### src/rtl/miriscv_writeback_stage.sv
// Writeback stage: load alignment/extension, GPR write-source select, memory
// response tracking (stall, hold-while-stalled, drain of killed responses), instret.
module miriscv_writeback_stage #(
  parameter int unsigned XLEN         = 32,
  parameter int unsigned GPR_ADDR_W   = 5,
  parameter int unsigned WB_SRC_W     = 2,
  parameter int unsigned MEM_ACCESS_W = 3,
  parameter int unsigned INSTRET_W    = 64
) (
  input  logic                    clk_i,
  input  logic                    rst_i,
  input  logic                    cu_kill_w_i,
  input  logic                    cu_stall_w_i,
  output logic                    w_stall_req_o,
  input  logic                    m_valid_i,
  input  logic                    m_gpr_wr_en_i,
  input  logic [GPR_ADDR_W-1:0]   m_gpr_wr_addr_i,
  input  logic [WB_SRC_W-1:0]     m_gpr_src_sel_i,
  input  logic [XLEN-1:0]         m_alu_result_i,
  input  logic [XLEN-1:0]         m_mdu_result_i,
  input  logic                    m_mem_req_i,
  input  logic [MEM_ACCESS_W-1:0] m_mem_size_i,
  input  logic [1:0]              m_mem_addr_i,
  input  logic                    data_rvalid_i,
  input  logic [XLEN-1:0]         data_rdata_i,
  output logic                    w_gpr_wr_en_o,
  output logic [GPR_ADDR_W-1:0]   w_gpr_wr_addr_o,
  output logic [XLEN-1:0]         w_gpr_wr_data_o,
  output logic                    w_retire_o,
  output logic [INSTRET_W-1:0]    w_instret_o
);

  localparam logic [WB_SRC_W-1:0] WB_SRC_ALU = WB_SRC_W'(0);
  localparam logic [WB_SRC_W-1:0] WB_SRC_MDU = WB_SRC_W'(1);
  localparam logic [WB_SRC_W-1:0] WB_SRC_LSU = WB_SRC_W'(2);

  localparam logic [MEM_ACCESS_W-1:0] MEM_ACCESS_BYTE  = MEM_ACCESS_W'(0);
  localparam logic [MEM_ACCESS_W-1:0] MEM_ACCESS_HALF  = MEM_ACCESS_W'(1);
  localparam logic [MEM_ACCESS_W-1:0] MEM_ACCESS_WORD  = MEM_ACCESS_W'(2);
  localparam logic [MEM_ACCESS_W-1:0] MEM_ACCESS_UBYTE = MEM_ACCESS_W'(4);
  localparam logic [MEM_ACCESS_W-1:0] MEM_ACCESS_UHALF = MEM_ACCESS_W'(5);

  typedef enum logic [1:0] {
    S_IDLE  = 2'd0,
    S_HOLD  = 2'd1,
    S_DRAIN = 2'd2
  } state_t;

  state_t                 state;
  logic [XLEN-1:0]        rdata_buf;
  logic [INSTRET_W-1:0]   instret;

  logic                   mem_op;
  logic                   resp_ok;
  logic                   resp_use;
  logic                   done;
  logic                   retire;
  logic [XLEN-1:0]        rdata_sel;
  logic [XLEN-1:0]        rdata_rot;
  logic [XLEN-1:0]        load_data;
  logic [XLEN-1:0]        wr_data;

  always_comb begin
    mem_op    = m_valid_i & m_mem_req_i;
    resp_ok   = ((state == S_IDLE) & data_rvalid_i) | (state == S_HOLD);
    resp_use  = (state != S_DRAIN) & resp_ok;
    done      = m_valid_i & (~m_mem_req_i | resp_use);
    retire    = done & ~cu_kill_w_i & ~cu_stall_w_i;
    rdata_sel = (state == S_HOLD) ? rdata_buf : data_rdata_i;
  end

  // Byte lanes are brought down to bit 0 by rotating right by the byte offset.
  always_comb begin
    rdata_rot = rdata_sel;
    case (m_mem_addr_i)
      2'd1:    rdata_rot = {rdata_sel[7:0],  rdata_sel[XLEN-1:8]};
      2'd2:    rdata_rot = {rdata_sel[15:0], rdata_sel[XLEN-1:16]};
      2'd3:    rdata_rot = {rdata_sel[23:0], rdata_sel[XLEN-1:24]};
      default: rdata_rot = rdata_sel;
    endcase
  end

  always_comb begin
    load_data = '0;
    case (m_mem_size_i)
      MEM_ACCESS_BYTE:  load_data = {{(XLEN-8){rdata_rot[7]}}, rdata_rot[7:0]};
      MEM_ACCESS_UBYTE: load_data = {{(XLEN-8){1'b0}}, rdata_rot[7:0]};
      MEM_ACCESS_HALF:  load_data = {{(XLEN-16){rdata_rot[15]}}, rdata_rot[15:0]};
      MEM_ACCESS_UHALF: load_data = {{(XLEN-16){1'b0}}, rdata_rot[15:0]};
      MEM_ACCESS_WORD:  load_data = rdata_rot;
      default:          load_data = '0;
    endcase
  end

  always_comb begin
    wr_data = '0;
    case (m_gpr_src_sel_i)
      WB_SRC_ALU: wr_data = m_alu_result_i;
      WB_SRC_MDU: wr_data = m_mdu_result_i;
      WB_SRC_LSU: wr_data = load_data;
      default:    wr_data = '0;
    endcase
  end

  // All outputs are forced low while reset is asserted.
  always_comb begin
    w_stall_req_o   = ~rst_i & mem_op & ~resp_use;
    w_retire_o      = ~rst_i & retire;
    w_gpr_wr_en_o   = ~rst_i & retire & m_gpr_wr_en_i & (m_gpr_wr_addr_i != '0);
    w_gpr_wr_addr_o = rst_i ? '0 : m_gpr_wr_addr_i;
    w_gpr_wr_data_o = rst_i ? '0 : wr_data;
    w_instret_o     = rst_i ? '0 : instret;
  end

  always_ff @(posedge clk_i) begin
    if (rst_i) begin
      state     <= S_IDLE;
      rdata_buf <= '0;
      instret   <= '0;
    end else begin
      if (retire) instret <= instret + INSTRET_W'(1);
      case (state)
        S_IDLE: begin
          if (mem_op) begin
            if (cu_kill_w_i & ~data_rvalid_i) begin
              state <= S_DRAIN;
            end else if (data_rvalid_i & ~cu_kill_w_i & cu_stall_w_i) begin
              state     <= S_HOLD;
              rdata_buf <= data_rdata_i;
            end
          end
        end
        S_HOLD: begin
          if (cu_kill_w_i | ~cu_stall_w_i) state <= S_IDLE;
        end
        S_DRAIN: begin
          if (data_rvalid_i) state <= S_IDLE;
        end
        default: state <= S_IDLE;
      endcase
    end
  end

endmodule

### config.mk
export PLATFORM = sky130hd
export DESIGN_NAME = miriscv_writeback_stage
export DESIGN_NICKNAME = d
export VERILOG_FILES = /design/src/rtl/miriscv_writeback_stage.sv
export SDC_FILE = /design/constraint.sdc
export NUM_CORES = 1
export LEC_CHECK = 0
export ABC_AREA = 1
export BUFFER_PORTS_ARGS = -buffer_cell sky130_fd_sc_hd__buf_2
export CAP_MARGIN = 40
export CORE_ASPECT_RATIO = 1.5
export CORE_MARGIN = 2
export CORE_UTILIZATION = 49
export DETAILED_ROUTE_END_ITERATION = 10
export HOLD_SLACK_MARGIN = 0.08
export PLACE_DENSITY = 0.78
export SLEW_MARGIN = 20
export SYNTH_ARGS = -nofsm -noshare
export SYNTH_HDL_FRONTEND = slang
export SYNTH_SLANG_ARGS = --single-unit
export TNS_END_PERCENT = 50
### constraint.sdc
create_clock -name clk_i -period 1.9 [get_ports clk_i]
set_input_delay 0.38 -clock clk_i [delete_from_list [all_inputs] [get_ports clk_i]]
set_output_delay 0.38 -clock clk_i [all_outputs]
set_load 0.02 [all_outputs]
Word-level counts from Yosys, hierarchy flattened
Cells that the tools add are included.
- bits in registers: 98
- input bits: 116
- output and inout bits: 104
- logic and storage cells: 63
- add/sub/neg operators: 1
- eq/ne operators: 16
- mux-type cells: 13
- bitwise logic cells: 24
- reduce and logical (&&, ||, !) cells: 6
- operators with widths (kind ; count):
    $pmux 32 s3 ; 2
    $pmux 32 s5 ; 1
    $add 64x1->64 const B ; 1
    $mux 32 ; 2
    $mux 64 ; 1
    $and 1x1->1 ; 14
    $mux 2 ; 5
    $eq 2x2->1 const B ; 4
    $reduce_and 4->1 ; 2
    $not 1->1 ; 7
    $eq 2x1->1 const B ; 3
    $eq 3x3->1 const B ; 2
    $ne 2x2->1 const B ; 3
    $pmux 2 s3 ; 1
    $mux 5 ; 1
    $reduce_bool 5->1 ; 1
    $logic_not 2->1 ; 2
    $eq 3x1->1 const B ; 1
    $eq 3x2->1 const B ; 1
    $logic_not 3->1 ; 1
    $ne 3x1->1 const B ; 1
    $or 1x1->1 ; 3
    $ne 2x1->1 const B ; 1

Depth between registers and ports, before layout
Gate-level depths: netlist of the first run.
- word-level depth: 11
- gate-level depth with buffers: 13

Least setup slack after synthesis of the first run
No wires, ideal clock.
- kind: input to output
- start point: input port cu_kill_w_i
- end point: output port w_gpr_wr_en_o
- arrival: 1.698 ns
- data required time: 1.520 ns
- slack: -0.178 ns
- stages: 6
- path buffers: 1
- cell sequence: nor3b_4 -> nand2_2 -> buf_6 -> nor2_1 -> nand2_1 -> a21oi_1
- cells in the longest elaborated chain, start to end: 6
- RTL lines (item ; RTL line ; source):
    from (decl) ; 12 ; input logic cu_kill_w_i,
    $not 1->1 ; 68 ; retire = done & ~cu_kill_w_i & ~cu_stall_w_i;
    $and 1x1->1 (2 in series) ; 68 ;
    $and 1x1->1 ; - ;
    net w_retire_o ; 29 ; output logic w_retire_o,
    $and 1x1->1 (2 in series) ; 109 ; w_gpr_wr_en_o = ~rst_i & retire & m_gpr_wr_en_i & (m_gpr_wr_addr_i != '0);
    to (decl) ; 26 ; output logic w_gpr_wr_en_o,
The timed path passes the listed nets, and every way through them passes these cells.

Worst setup path in the final report of the first run
- start point: register state[0]
- end point: output port w_gpr_wr_data_o[11]
- cells in the longest elaborated chain, start to end: 6
- RTL lines (item ; RTL line ; source):
    from (decl) ; 49 ; state_t state;
    from (signal assigned) ; 117 ; state <= S_IDLE;
    from (signal assigned) ; 126 ; state <= S_DRAIN;
    from (signal assigned) ; 128 ; state <= S_HOLD;
    $eq 2x1->1 ; 69 ; rdata_sel = (state == S_HOLD) ? rdata_buf : data_rdata_i;
    $mux 32 ; 69 ;
    $pmux 32 s3 ; 75 ; case (m_mem_addr_i)
    $pmux 32 s5 ; 85 ; case (m_mem_size_i)
    $pmux 32 s3 ; 97 ; case (m_gpr_src_sel_i)
    $mux 32 ; 111 ; w_gpr_wr_data_o = rst_i ? '0 : wr_data;
    to (decl) ; 28 ; output logic [XLEN-1:0] w_gpr_wr_data_o,
Every way passes these cells.

==> report_table.html, run 1 <==
<table>
<tr><th>Metric</th><th>Value</th></tr>
<tr><th colspan="2">Critical path</th></tr>
<tr><td>Critical Path End Type</td><td>output pin</td></tr>
<tr><td>Max stage delay on crit path</td><td>0.37 ns</td></tr>
<tr><td>Data arrival at the endpoint of the critical path</td><td>2.20 ns</td></tr>
<tr><td>Buffers &amp; Inverters on Critical Path</td><td>5</td></tr>
<tr><td>Launching element type of the critical path</td><td>flop</td></tr>
<tr><td>Library cell contributing the largest single delay on the critical path</td><td>dfxtp_4</td></tr>
<tr><td>Data required time at the worst endpoint</td><td>1.52 ns</td></tr>
<tr><td>Maximum fanout along the worst path</td><td>6</td></tr>
<tr><td>Ordered cell list for the critical path</td><td>inv_4, nor2_4, buf_6, buf_16, nand2_4, nand2_4, buf_4, a21oi_2, nor2_2, o21ai_1, nand2_1, a21oi_1, buf_4</td></tr>
<tr><td>Type of the setup path with the least slack</td><td>flop to output pin</td></tr>
<tr><td>Cell class contributing the biggest share of worst-path delay</td><td>buffers and inverters</td></tr>
<tr><th colspan="2">Logic synthesis</th></tr>
<tr><td>Simple-gate share of the synthesized area</td><td>0.4163</td></tr>
<tr><td>Multiplexer area fraction after synthesis</td><td>0</td></tr>
<tr><td>FF+latch count, synth</td><td>98</td></tr>
<tr><td>Combinational family with the most area after synthesis</td><td>simple AND/OR/NAND/NOR gates</td></tr>
<tr><td>Library cell occupying the most area in the post-synthesis netlist</td><td>dfxtp_1</td></tr>
<tr><td>Top cells by area in the synthesized netlist</td><td>dfxtp_1, nand2_1, inv_1</td></tr>
<tr><td>Area fraction of the dominant cell type after synthesis</td><td>0.2369</td></tr>
<tr><td>Adder-cell share of the synthesized area</td><td>0.001511</td></tr>
<tr><td>Primary FF master, synth</td><td>dfxtp_1</td></tr>
<tr><td>Share of the synthesized area in compound gates (AO/OA/AOI/OAI)</td><td>0.1706</td></tr>
<tr><td>Post-Syn Area</td><td>around 8300 um^2</td></tr>
<tr><td>Netlist cell types</td><td>44</td></tr>
<tr><td>XOR/XNOR share of the synthesized area</td><td>0.01058</td></tr>
<tr><td>Fraction of registers with async set/reset</td><td>0</td></tr>
<tr><td>Synth Instances</td><td>~1500</td></tr>
<tr><td>Post-Synthesis Mean Instance Area</td><td>around 5.6 um^2</td></tr>
<tr><td>Yosys Warn Count</td><td>0</td></tr>
<tr><td>Synth Net Count</td><td>around 1600</td></tr>
<tr><td>Share of synthesized area occupied by flip-flops and latches</td><td>0.2369</td></tr>
<tr><td>Count of flip-flops with a built-in enable after synthesis</td><td>0</td></tr>
<tr><th colspan="2">Drt</th></tr>
<tr><td>Post-DR vias/cell</td><td>roughly 5.5</td></tr>
<tr><td>Final wirelength</td><td>between 30000 and 40000 um</td></tr>
<tr><td>Number of design-rule violations left by the first detailed-router iteration</td><td>around 960</td></tr>
<tr><td>First-pass DRT Iterations</td><td>5</td></tr>
<tr><td>Vias after detailed routing</td><td>between 10000 and 15000</td></tr>
<tr><td>Avg WL per Cell</td><td>16.93 um</td></tr>
<tr><td>Remaining number of nets flagged by the antenna check after routing</td><td>0</td></tr>
<tr><td>Total DRC errors in the routed layout</td><td>0</td></tr>
<tr><th colspan="2">Clocking</th></tr>
<tr><td>Number of buffers inserted during clock tree synthesis</td><td>9</td></tr>
<tr><td>Clock insertion delay at the later pin of the skew report</td><td>roughly 0.36 ns</td></tr>
<tr><td>Clock tree from TritonCTS</td><td>done</td></tr>
<tr><td>Reg clk slew, reported paths</td><td>~0.070 ns</td></tr>
<tr><td>Bufs on Longest Clock Path</td><td>2</td></tr>
<tr><td>Deepest level of the CTS H-tree</td><td>3</td></tr>
<tr><td>Clock sink count</td><td>98</td></tr>
<tr><td>Post-CTS Hold Buffers</td><td>0</td></tr>
<tr><td>Root cell of the clock tree</td><td>clkbuf_16</td></tr>
<tr><th colspan="2">Global routing</th></tr>
<tr><td>Via count of the first global-routing pass</td><td>10080</td></tr>
<tr><td>Overall Global Routing Usage</td><td>0.3562</td></tr>
<tr><td>Pin count of the biggest net entering global routing</td><td>66</td></tr>
<tr><td>Global route overflow</td><td>0</td></tr>
<tr><td>First-pass GRT wire length</td><td>approximately 50000 um</td></tr>
<tr><td>Number of antenna violations at the first check in global routing</td><td>1</td></tr>
<tr><th colspan="2">Floorplan</th></tr>
<tr><td>DIE WIDTH</td><td>roughly 110 um</td></tr>
<tr><td>Number of rows in the core area</td><td>just under 60</td></tr>
<tr><td>Core area</td><td>around 17000 um^2</td></tr>
<tr><td>DIE AREA</td><td>between 15000 and 20000 um^2</td></tr>
<tr><td>DIE HEIGHT</td><td>163.2 um</td></tr>
<tr><td>Initial core utilization</td><td>0.4961</td></tr>
<tr><td>Num ports</td><td>220</td></tr>
<tr><th colspan="2">Worst hold path</th></tr>
<tr><td>Class of the tightest hold or removal check</td><td>input port to flop</td></tr>
<tr><th colspan="2">Timing</th></tr>
<tr><td>Total negative setup slack</td><td>-18.74 ns</td></tr>
<tr><td>Total setup violations reported at the end of the flow</td><td>34</td></tr>
<tr><td>Clock period minus worst slack</td><td>roughly 2.6 ns</td></tr>
<tr><td>Fin. max-slew vios</td><td>0</td></tr>
<tr><td>FMAX</td><td>roughly 390 MHz</td></tr>
<tr><td>Worst hold margin</td><td>about 0.31 ns</td></tr>
<tr><td>Min setup slack post-route</td><td>-0.6762 ns</td></tr>
<tr><td>Crit share post-route</td><td>1.356</td></tr>
<tr><td>Total count of hold-check failures in the final report</td><td>0</td></tr>
<tr><td>Pin slew with the least headroom to its limit</td><td>between 0.4 and 0.5 ns</td></tr>
<tr><td>Unrepaired setup endpoints after global routing</td><td>yes</td></tr>
<tr><td>Worst clock skew on the final layout</td><td>approximately 0.0093 ns</td></tr>
<tr><td>Max_slew headroom</td><td>0.7217</td></tr>
<tr><th colspan="2">Finish</th></tr>
<tr><td>Fin nets</td><td>between 1500 and 2000</td></tr>
<tr><td>Layout Cell Area excl Fill</td><td>12130 um^2</td></tr>
<tr><td>Layout cell share with drive strength beyond 1</td><td>0.3426</td></tr>
<tr><td>Non-filler cells, final</td><td>2000</td></tr>
<tr><td>Area growth from synthesis to layout</td><td>46.54%</td></tr>
<tr><td>Fillers</td><td>around 1400</td></tr>
<tr><th colspan="2">Outcome</th></tr>
<tr><td>Failing checks</td><td>setup timing</td></tr>
<tr><td>Run status</td><td>finished with violations</td></tr>
<tr><th colspan="2">Power</th></tr>
<tr><td>Sequential share of power</td><td>0.374</td></tr>
<tr><td>Worst-case vdd ir drop</td><td>433.8 uV</td></tr>
<tr><td>Share of power burned in combinational logic</td><td>0.250</td></tr>
<tr><td>Power spent charging and discharging nets</td><td>about 0.0018 W</td></tr>
<tr><td>Leakage power summed over all cells</td><td>approximately 5.6 nW</td></tr>
<tr><td>Switching part of the total power</td><td>0.3171</td></tr>
<tr><td>Power density relative to cell area</td><td>between 400 and 500 nW/um^2</td></tr>
<tr><td>Total power</td><td>~0.0055 W</td></tr>
<tr><td>Cell Int Power</td><td>0.003783 W</td></tr>
<tr><td>Clock network fraction of total power</td><td>0.376</td></tr>
<tr><th colspan="2">Placement</th></tr>
<tr><td>Placed cell area</td><td>~11000 um^2</td></tr>
<tr><td>Input/output buffers</td><td>between 200 and 250</td></tr>
<tr><td>Cells after DPL</td><td>about 2000</td></tr>
<tr><td>Detailed placer's ending HPWL</td><td>roughly 25000 um</td></tr>
<tr><td>Gpl congestion</td><td>0.9853</td></tr>
<tr><th colspan="2">Run</th></tr>
<tr><td>Max Cap Viol</td><td>0</td></tr>
</table>
==> power by group through the flow <==
stage / clock network, W / registers [W] / logic, W
after floorplan: 0 / 0.00212 / 0.000667
after global placement: 0 / 0.00212 / 0.00114
after detailed placement: 0 / 0.00212 / 0.00115
after CTS: 0.00209 / 0.00207 / 0.00122
after global routing: 0.00217 / 0.00207 / 0.00148
final: 0.00208 / 0.00207 / 0.00139
==> state kept, by name, indices dropped and copies added, names as in the netlist <==
register,count
instret,64
rdata_buf,32
state,2
==> path summary, 6_finish.rpt <==
check                   from             endpoint  slack, ns  depth (start not counted)
min reg2reg     rdata_buf[2]         rdata_buf[2]       0.45                          2
max                 state[0]  w_gpr_wr_data_o[11]      -0.68                         13
max reg2reg         state[0]          instret[45]       0.08                         12
min          data_rdata_i[3]         rdata_buf[3]       0.31                          3
==> worst register-to-register path: stages (launching register included) <==
cell and delay [ns]:
dfxtp_4 0.39, buf_4 0.12, buf_4 0.12, o21ai_4 0.06, nand2_4 0.09, nand2_8 0.10, inv_1 0.11, nand3_2 0.15
nor2_2 0.20, buf_12 0.15, nand2_1 0.06, nor2_1 0.11, nor3_2 0.06
==> cells in the final DEF (no fill, tap or decap), types with 3 or more instances in the layout <==
| master | netlist | layout |
|---|---|---|
| a21oi_1 | 113 | 85 |
| a21oi_2 | 3 | 13 |
| a21oi_4 | 0 | 18 |
| a31oi_1 | 8 | 8 |
| buf_12 | 0 | 18 |
| buf_2 | 12 | 188 |
| buf_4 | 4 | 112 |
| buf_6 | 8 | 24 |
| clkbuf_16 | 0 | 10 |
| dfxtp_1 | 98 | 96 |
| inv_1 | 263 | 260 |
| inv_2 | 7 | 7 |
| nand2_1 | 364 | 275 |
| nand2_2 | 7 | 70 |
| nand2_4 | 1 | 22 |
| nand2_8 | 0 | 5 |
| nand3_1 | 133 | 105 |
| nand3_2 | 11 | 35 |
| nand3_4 | 1 | 8 |
| nand4_1 | 17 | 17 |
| nor2_1 | 174 | 161 |
| nor2_2 | 9 | 15 |
| nor2_4 | 7 | 14 |
| nor3_1 | 31 | 29 |
| nor3_2 | 4 | 6 |
| nor4_1 | 6 | 5 |
| o211ai_1 | 7 | 7 |
| o21a_1 | 3 | 3 |
| o21ai_0 | 82 | 77 |
| o21ai_1 | 40 | 23 |
| o21ai_2 | 1 | 22 |
| o22ai_1 | 8 | 5 |
| o22ai_2 | 0 | 3 |
| xor2_1 | 10 | 10 |
==> area by class of cell <==
class	instances	area, um^2	share of cell area
Multi-Input combinational cell	1058	6025	0.4965
Timing Repair Buffer	347	2522	0.2079
Clock inverter	6	97.59	0.008043
Antenna cell	1	2.502	0.0002062
Clock buffer	9	225.2	0.01856
Tap cell	210	262.8	0.02165
Inverter	271	1030	0.08486
Sequential cell	98	1969	0.1623
==> timing repair <==
item	4_1_cts	5_1_grt
gates resized for setup	82	199
cloned	5	1
endpoints found under the setup margin	34	57
setup buffers	4	5
pin swaps	16	48
==> metrics by stage <==
step           setup WS, ns  utilization
4_1_cts             -0.5808       0.6807
6_report            -0.6762       0.7270
3_5_place_dp        -0.4055       0.6375
5_1_grt             -0.7988       0.7270
3_3_place_gp        -0.3463       0.6375
2_1_floorplan      -0.05765            -
==> cells by family after synthesis <==
group           count (synthesis)
buf+inv                       338
compound gates                268
fa+ha+maj                       1
simple gates                  776
xor+xnor                       10
flops                          98
==> cells in the mapped netlist (all sizes together) (10+ instances only) <==
master and count:
xor2 10, inv 270, nor3 35, clkbuf 36, nand4 18, dfxtp 98
nand2 372, nand3 145, a21oi 116, o21ai 123, buf 31, nor2 190
==> per-layer routing <==
layer  share of wire  GRT usage  vias up  routed length, um
met5               0          0        -                  0
met4           0.093     0.2875        0               3166
li1                -          -     5320                  -
met3           0.057    0.06664      190               1929
met1            0.33     0.3528     5005              11250
met2            0.52     0.6297      500              17520
Note: power is estimated with default switching activity, not from simulation.
==> inputs of run 2 (changes only) <==
- CORE_ASPECT_RATIO: 1.5 -> not set
- CTS_BUF_LIST: not set -> sky130_fd_sc_hd__clkbuf_16
- SKIP_LAST_GASP: not set -> 1
==> report_table.html, run 2 (synthesis results as in run 1) <==
<table>
<tr><th>Metric</th><th>Value</th></tr>
<tr><th colspan="2">Outcome</th></tr>
<tr><td>Run status</td><td>finished with violations (unchanged)</td></tr>
<tr><td>Failing checks</td><td>setup timing (unchanged)</td></tr>
<tr><th colspan="2">Drt</th></tr>
<tr><td>Detailed route wirelength on metal2</td><td>15570 um (was 17520 um)</td></tr>
<tr><td>Number of design-rule violations left by the first detailed-router iteration</td><td>950 (was 963)</td></tr>
<tr><td>Post-DR vias/cell</td><td>5.418 (was 5.508)</td></tr>
<tr><td>Routed wl met3</td><td>2270 um (was 1929 um)</td></tr>
<tr><td>Vias after detailed routing</td><td>10900 (was 11020)</td></tr>
<tr><td>Final wirelength</td><td>32040 um (was 33860 um)</td></tr>
<tr><td>Wl on met1</td><td>12620 um (was 11250 um)</td></tr>
<tr><td>Uppermost routed layer</td><td>met4 (unchanged)</td></tr>
<tr><td>Remaining number of nets flagged by the antenna check after routing</td><td>0 (unchanged)</td></tr>
<tr><td>Avg WL per Cell</td><td>15.93 um (was 16.93 um)</td></tr>
<tr><td>Total DRC errors in the routed layout</td><td>0 (unchanged)</td></tr>
<tr><td>First-pass DRT Iterations</td><td>6 (was 5)</td></tr>
<tr><th colspan="2">Timing</th></tr>
<tr><td>Total setup violations reported at the end of the flow</td><td>34 (unchanged)</td></tr>
<tr><td>Fin. max-slew vios</td><td>0 (unchanged)</td></tr>
<tr><td>Pin slew with the least headroom to its limit</td><td>0.4830 ns (was 0.4174 ns)</td></tr>
<tr><td>Worst clock skew on the final layout</td><td>0.009592 ns (was 0.009330 ns)</td></tr>
<tr><td>FMAX</td><td>396.0 MHz (was 388.2 MHz)</td></tr>
<tr><td>Total count of hold-check failures in the final report</td><td>0 (unchanged)</td></tr>
<tr><td>Clock period minus worst slack</td><td>2.525 ns (was 2.576 ns)</td></tr>
<tr><td>Crit share post-route</td><td>1.329 (was 1.356)</td></tr>
<tr><td>Total negative setup slack</td><td>-18.03 ns (was -18.74 ns)</td></tr>
<tr><td>Worst hold margin</td><td>0.3198 ns (was 0.3143 ns)</td></tr>
<tr><td>Min setup slack post-route</td><td>-0.6255 ns (was -0.6762 ns)</td></tr>
<tr><td>Unrepaired setup endpoints after global routing</td><td>yes (unchanged)</td></tr>
<tr><td>Max_slew headroom</td><td>0.6750 (was 0.7217)</td></tr>
<tr><th colspan="2">Run</th></tr>
<tr><td>Max Cap Viol</td><td>0 (unchanged)</td></tr>
<tr><th colspan="2">Global routing</th></tr>
<tr><td>Overall Global Routing Usage</td><td>0.3308 (was 0.3562)</td></tr>
<tr><td>Via count of the first global-routing pass</td><td>9831 (was 10080)</td></tr>
<tr><td>First-pass GRT wire length</td><td>47930 um (was 49380 um)</td></tr>
<tr><td>Pin count of the biggest net entering global routing</td><td>70 (was 66)</td></tr>
<tr><td>Number of antenna violations at the first check in global routing</td><td>1 (unchanged)</td></tr>
<tr><td>Global route overflow</td><td>0 (unchanged)</td></tr>
<tr><th colspan="2">Clocking</th></tr>
<tr><td>Clock sink count</td><td>98 (unchanged)</td></tr>
<tr><td>Clock tree from TritonCTS</td><td>done (unchanged)</td></tr>
<tr><td>Bufs on Longest Clock Path</td><td>2 (unchanged)</td></tr>
<tr><td>Reg clk slew, reported paths</td><td>0.07 ns (about the same)</td></tr>
<tr><td>Number of buffers inserted during clock tree synthesis</td><td>9 (unchanged)</td></tr>
<tr><td>Clock insertion delay at the later pin of the skew report</td><td>0.36 ns (about the same)</td></tr>
<tr><td>Deepest level of the CTS H-tree</td><td>3 (unchanged)</td></tr>
<tr><td>Root cell of the clock tree</td><td>clkbuf_16 (unchanged)</td></tr>
<tr><th colspan="2">Finish</th></tr>
<tr><td>Layout cell share with drive strength beyond 1</td><td>0.3255 (was 0.3426)</td></tr>
<tr><td>Largest registers</td><td>instret: 64 flops, rdata_buf: 32 flops, state: 2 flops (unchanged)</td></tr>
<tr><td>Fin nets</td><td>1903 (was 1902)</td></tr>
<tr><td>Fillers</td><td>1463 (was 1441)</td></tr>
<tr><td>Commonest non-fill, non-tap cells in the layout</td><td>nand2_1, inv_1, buf_2, nor2_1, nand3_1 (was nand2_1, inv_1, buf_2, nor2_1, buf_4)</td></tr>
<tr><td>Area growth from synthesis to layout</td><td>44.06% (was 46.54%)</td></tr>
<tr><td>Leading cell type in the layout, fill and taps excluded</td><td>nand2_1 (unchanged)</td></tr>
<tr><td>Final cell utilization of the core</td><td>0.7219 (was 0.7270)</td></tr>
<tr><td>Layout Cell Area excl Fill</td><td>11930 um^2 (was 12130 um^2)</td></tr>
<tr><td>Most flop-heavy register</td><td>instret (unchanged)</td></tr>
<tr><td>Max FFs per register</td><td>64 (unchanged)</td></tr>
<tr><th colspan="2">Floorplan</th></tr>
<tr><td>Num ports</td><td>220 (unchanged)</td></tr>
<tr><td>DIE HEIGHT</td><td>134.0 um (was 163.2 um)</td></tr>
<tr><td>Initial core utilization</td><td>0.5011 (was 0.4961)</td></tr>
<tr><td>DIE AREA</td><td>17950 um^2 (was 17980 um^2)</td></tr>
<tr><td>Core area</td><td>16520 um^2 (was 16690 um^2)</td></tr>
<tr><td>Number of rows in the core area</td><td>47 (was 58)</td></tr>
<tr><td>DIE WIDTH</td><td>134.0 um (was 110.1 um)</td></tr>
<tr><th colspan="2">Power</th></tr>
<tr><td>Switching part of the total power</td><td>0.3116 (was 0.3171)</td></tr>
<tr><td>Power density relative to cell area</td><td>461.0 nW/um^2 (was 456.5 nW/um^2)</td></tr>
<tr><td>Power spent charging and discharging nets</td><td>0.001713 W (was 0.001757 W)</td></tr>
<tr><td>Share of power burned in combinational logic</td><td>0.249 (was 0.250)</td></tr>
<tr><td>Worst-case vdd ir drop</td><td>509.2 uV (was 433.8 uV)</td></tr>
<tr><td>Sequential share of power</td><td>0.377 (was 0.374)</td></tr>
<tr><td>Leakage power summed over all cells</td><td>5.509 nW (was 5.556 nW)</td></tr>
<tr><td>Clock network fraction of total power</td><td>0.374 (was 0.376)</td></tr>
<tr><td>Cell Int Power</td><td>0.003786 W (was 0.003783 W)</td></tr>
<tr><th colspan="2">Critical path</th></tr>
<tr><td>Launching element type of the critical path</td><td>flop (unchanged)</td></tr>
<tr><td>Startpoint of the worst setup timing path</td><td>state[0] (unchanged)</td></tr>
<tr><td>Critical Path End Type</td><td>output pin (unchanged)</td></tr>
<tr><td>Data required time at the worst endpoint</td><td>1.52 ns (about the same)</td></tr>
<tr><td>Type of the setup path with the least slack</td><td>flop to output pin (unchanged)</td></tr>
<tr><td>Worst reg-to-reg setup slack</td><td>0.02 ns (was 0.08 ns)</td></tr>
<tr><td>Maximum fanout along the worst path</td><td>5 (was 6)</td></tr>
<tr><td>Data arrival at the endpoint of the critical path</td><td>2.15 ns (was 2.20 ns)</td></tr>
<tr><td>Launching point of the worst reg2reg path</td><td>state[1] (was state[0])</td></tr>
<tr><th colspan="2">Placement</th></tr>
<tr><td>Gpl congestion</td><td>0.9790 (was 0.9853)</td></tr>
<tr><td>Input/output buffers</td><td>219 (unchanged)</td></tr>
<tr><td>Worst setup slack after placement</td><td>-0.3942 ns (was -0.4055 ns)</td></tr>
<tr><td>Placed cell area</td><td>10670 um^2 (was 10640 um^2)</td></tr>
<tr><td>Detailed placer's ending HPWL</td><td>23500 um (was 24700 um)</td></tr>
<tr><th colspan="2">Worst hold path</th></tr>
<tr><td>Hold Startpoint</td><td>data_rdata_i[1] (was data_rdata_i[3])</td></tr>
<tr><td>Class of the tightest hold or removal check</td><td>input port to flop (unchanged)</td></tr>
</table>
[run 2: stage by stage]
step | total power (W) | instances
finish | 0.005500 | 2012
global route | 0.005679 | 2011
CTS | 0.005353 | 2006
detailed placement | 0.003277 | 1984
global placement | 0.003267 | 1984
floorplan | 0.002787 | 1491
[run 2: critical path: stages, from the launching register on]
cell     delay, ns
dfxtp_4       0.38
inv_4         0.04
nor2_4        0.18
buf_12        0.17
buf_6         0.11
nand2_2       0.07
nand3_2       0.08
nand2_2       0.07
o21ai_2       0.17
buf_6         0.13
nand3_2       0.08
nand2_2       0.10
a21oi_4       0.06
buf_6         0.13
[run 2: cell type report]
type                    count  area, um^2  share of cell area
well taps                 220       275.3             0.02308
clock buffers               9       225.2             0.01888
clock inverters             7       100.1            0.008391
diodes                      1       2.502           0.0002098
inverters                 271        1030             0.08632
flip-flops and latches     98        1969              0.1651
repair buffers            347        2501              0.2097
multi-input cells        1059        5826              0.4884
[run 2: power by group through the flow]
stage / Sequential (W) / Clock (W) / Combinational [W]
after floorplan: 0.00212 / 0 / 0.000667
after global placement: 0.00212 / 0 / 0.00115
after detailed placement: 0.00212 / 0 / 0.00116
after CTS: 0.00207 / 0.00207 / 0.00121
after global routing: 0.00207 / 0.00214 / 0.00147
final: 0.00207 / 0.00206 / 0.00137
[run 2: layer usage]
metal  global-route usage  vias up
li1                     -     5317
met1               0.4034     4899
met2               0.5755      555
met3              0.04497      130
met4               0.1566        0
met5                    0        -
[run 2: worst paths after layout]
check                                           end  cells past startpoint
worst max-delay path            w_gpr_wr_data_o[25]                     13
worst min-delay path                   rdata_buf[1]                      3
worst max register to register          instret[52]                     12
worst min register to register        rdata_buf[12]                      2
[run 2: timing repair]
| action | CTS | global route |
|---|---|---|
| pin swaps | 16 | 48 |
| endpoints found under the setup margin | 35 | 62 |
| hold buffers | 0 | 0 |
| resized for setup | 69 | 163 |
| gates cloned | 4 | 4 |
| buffers inserted | 2 | 2 |
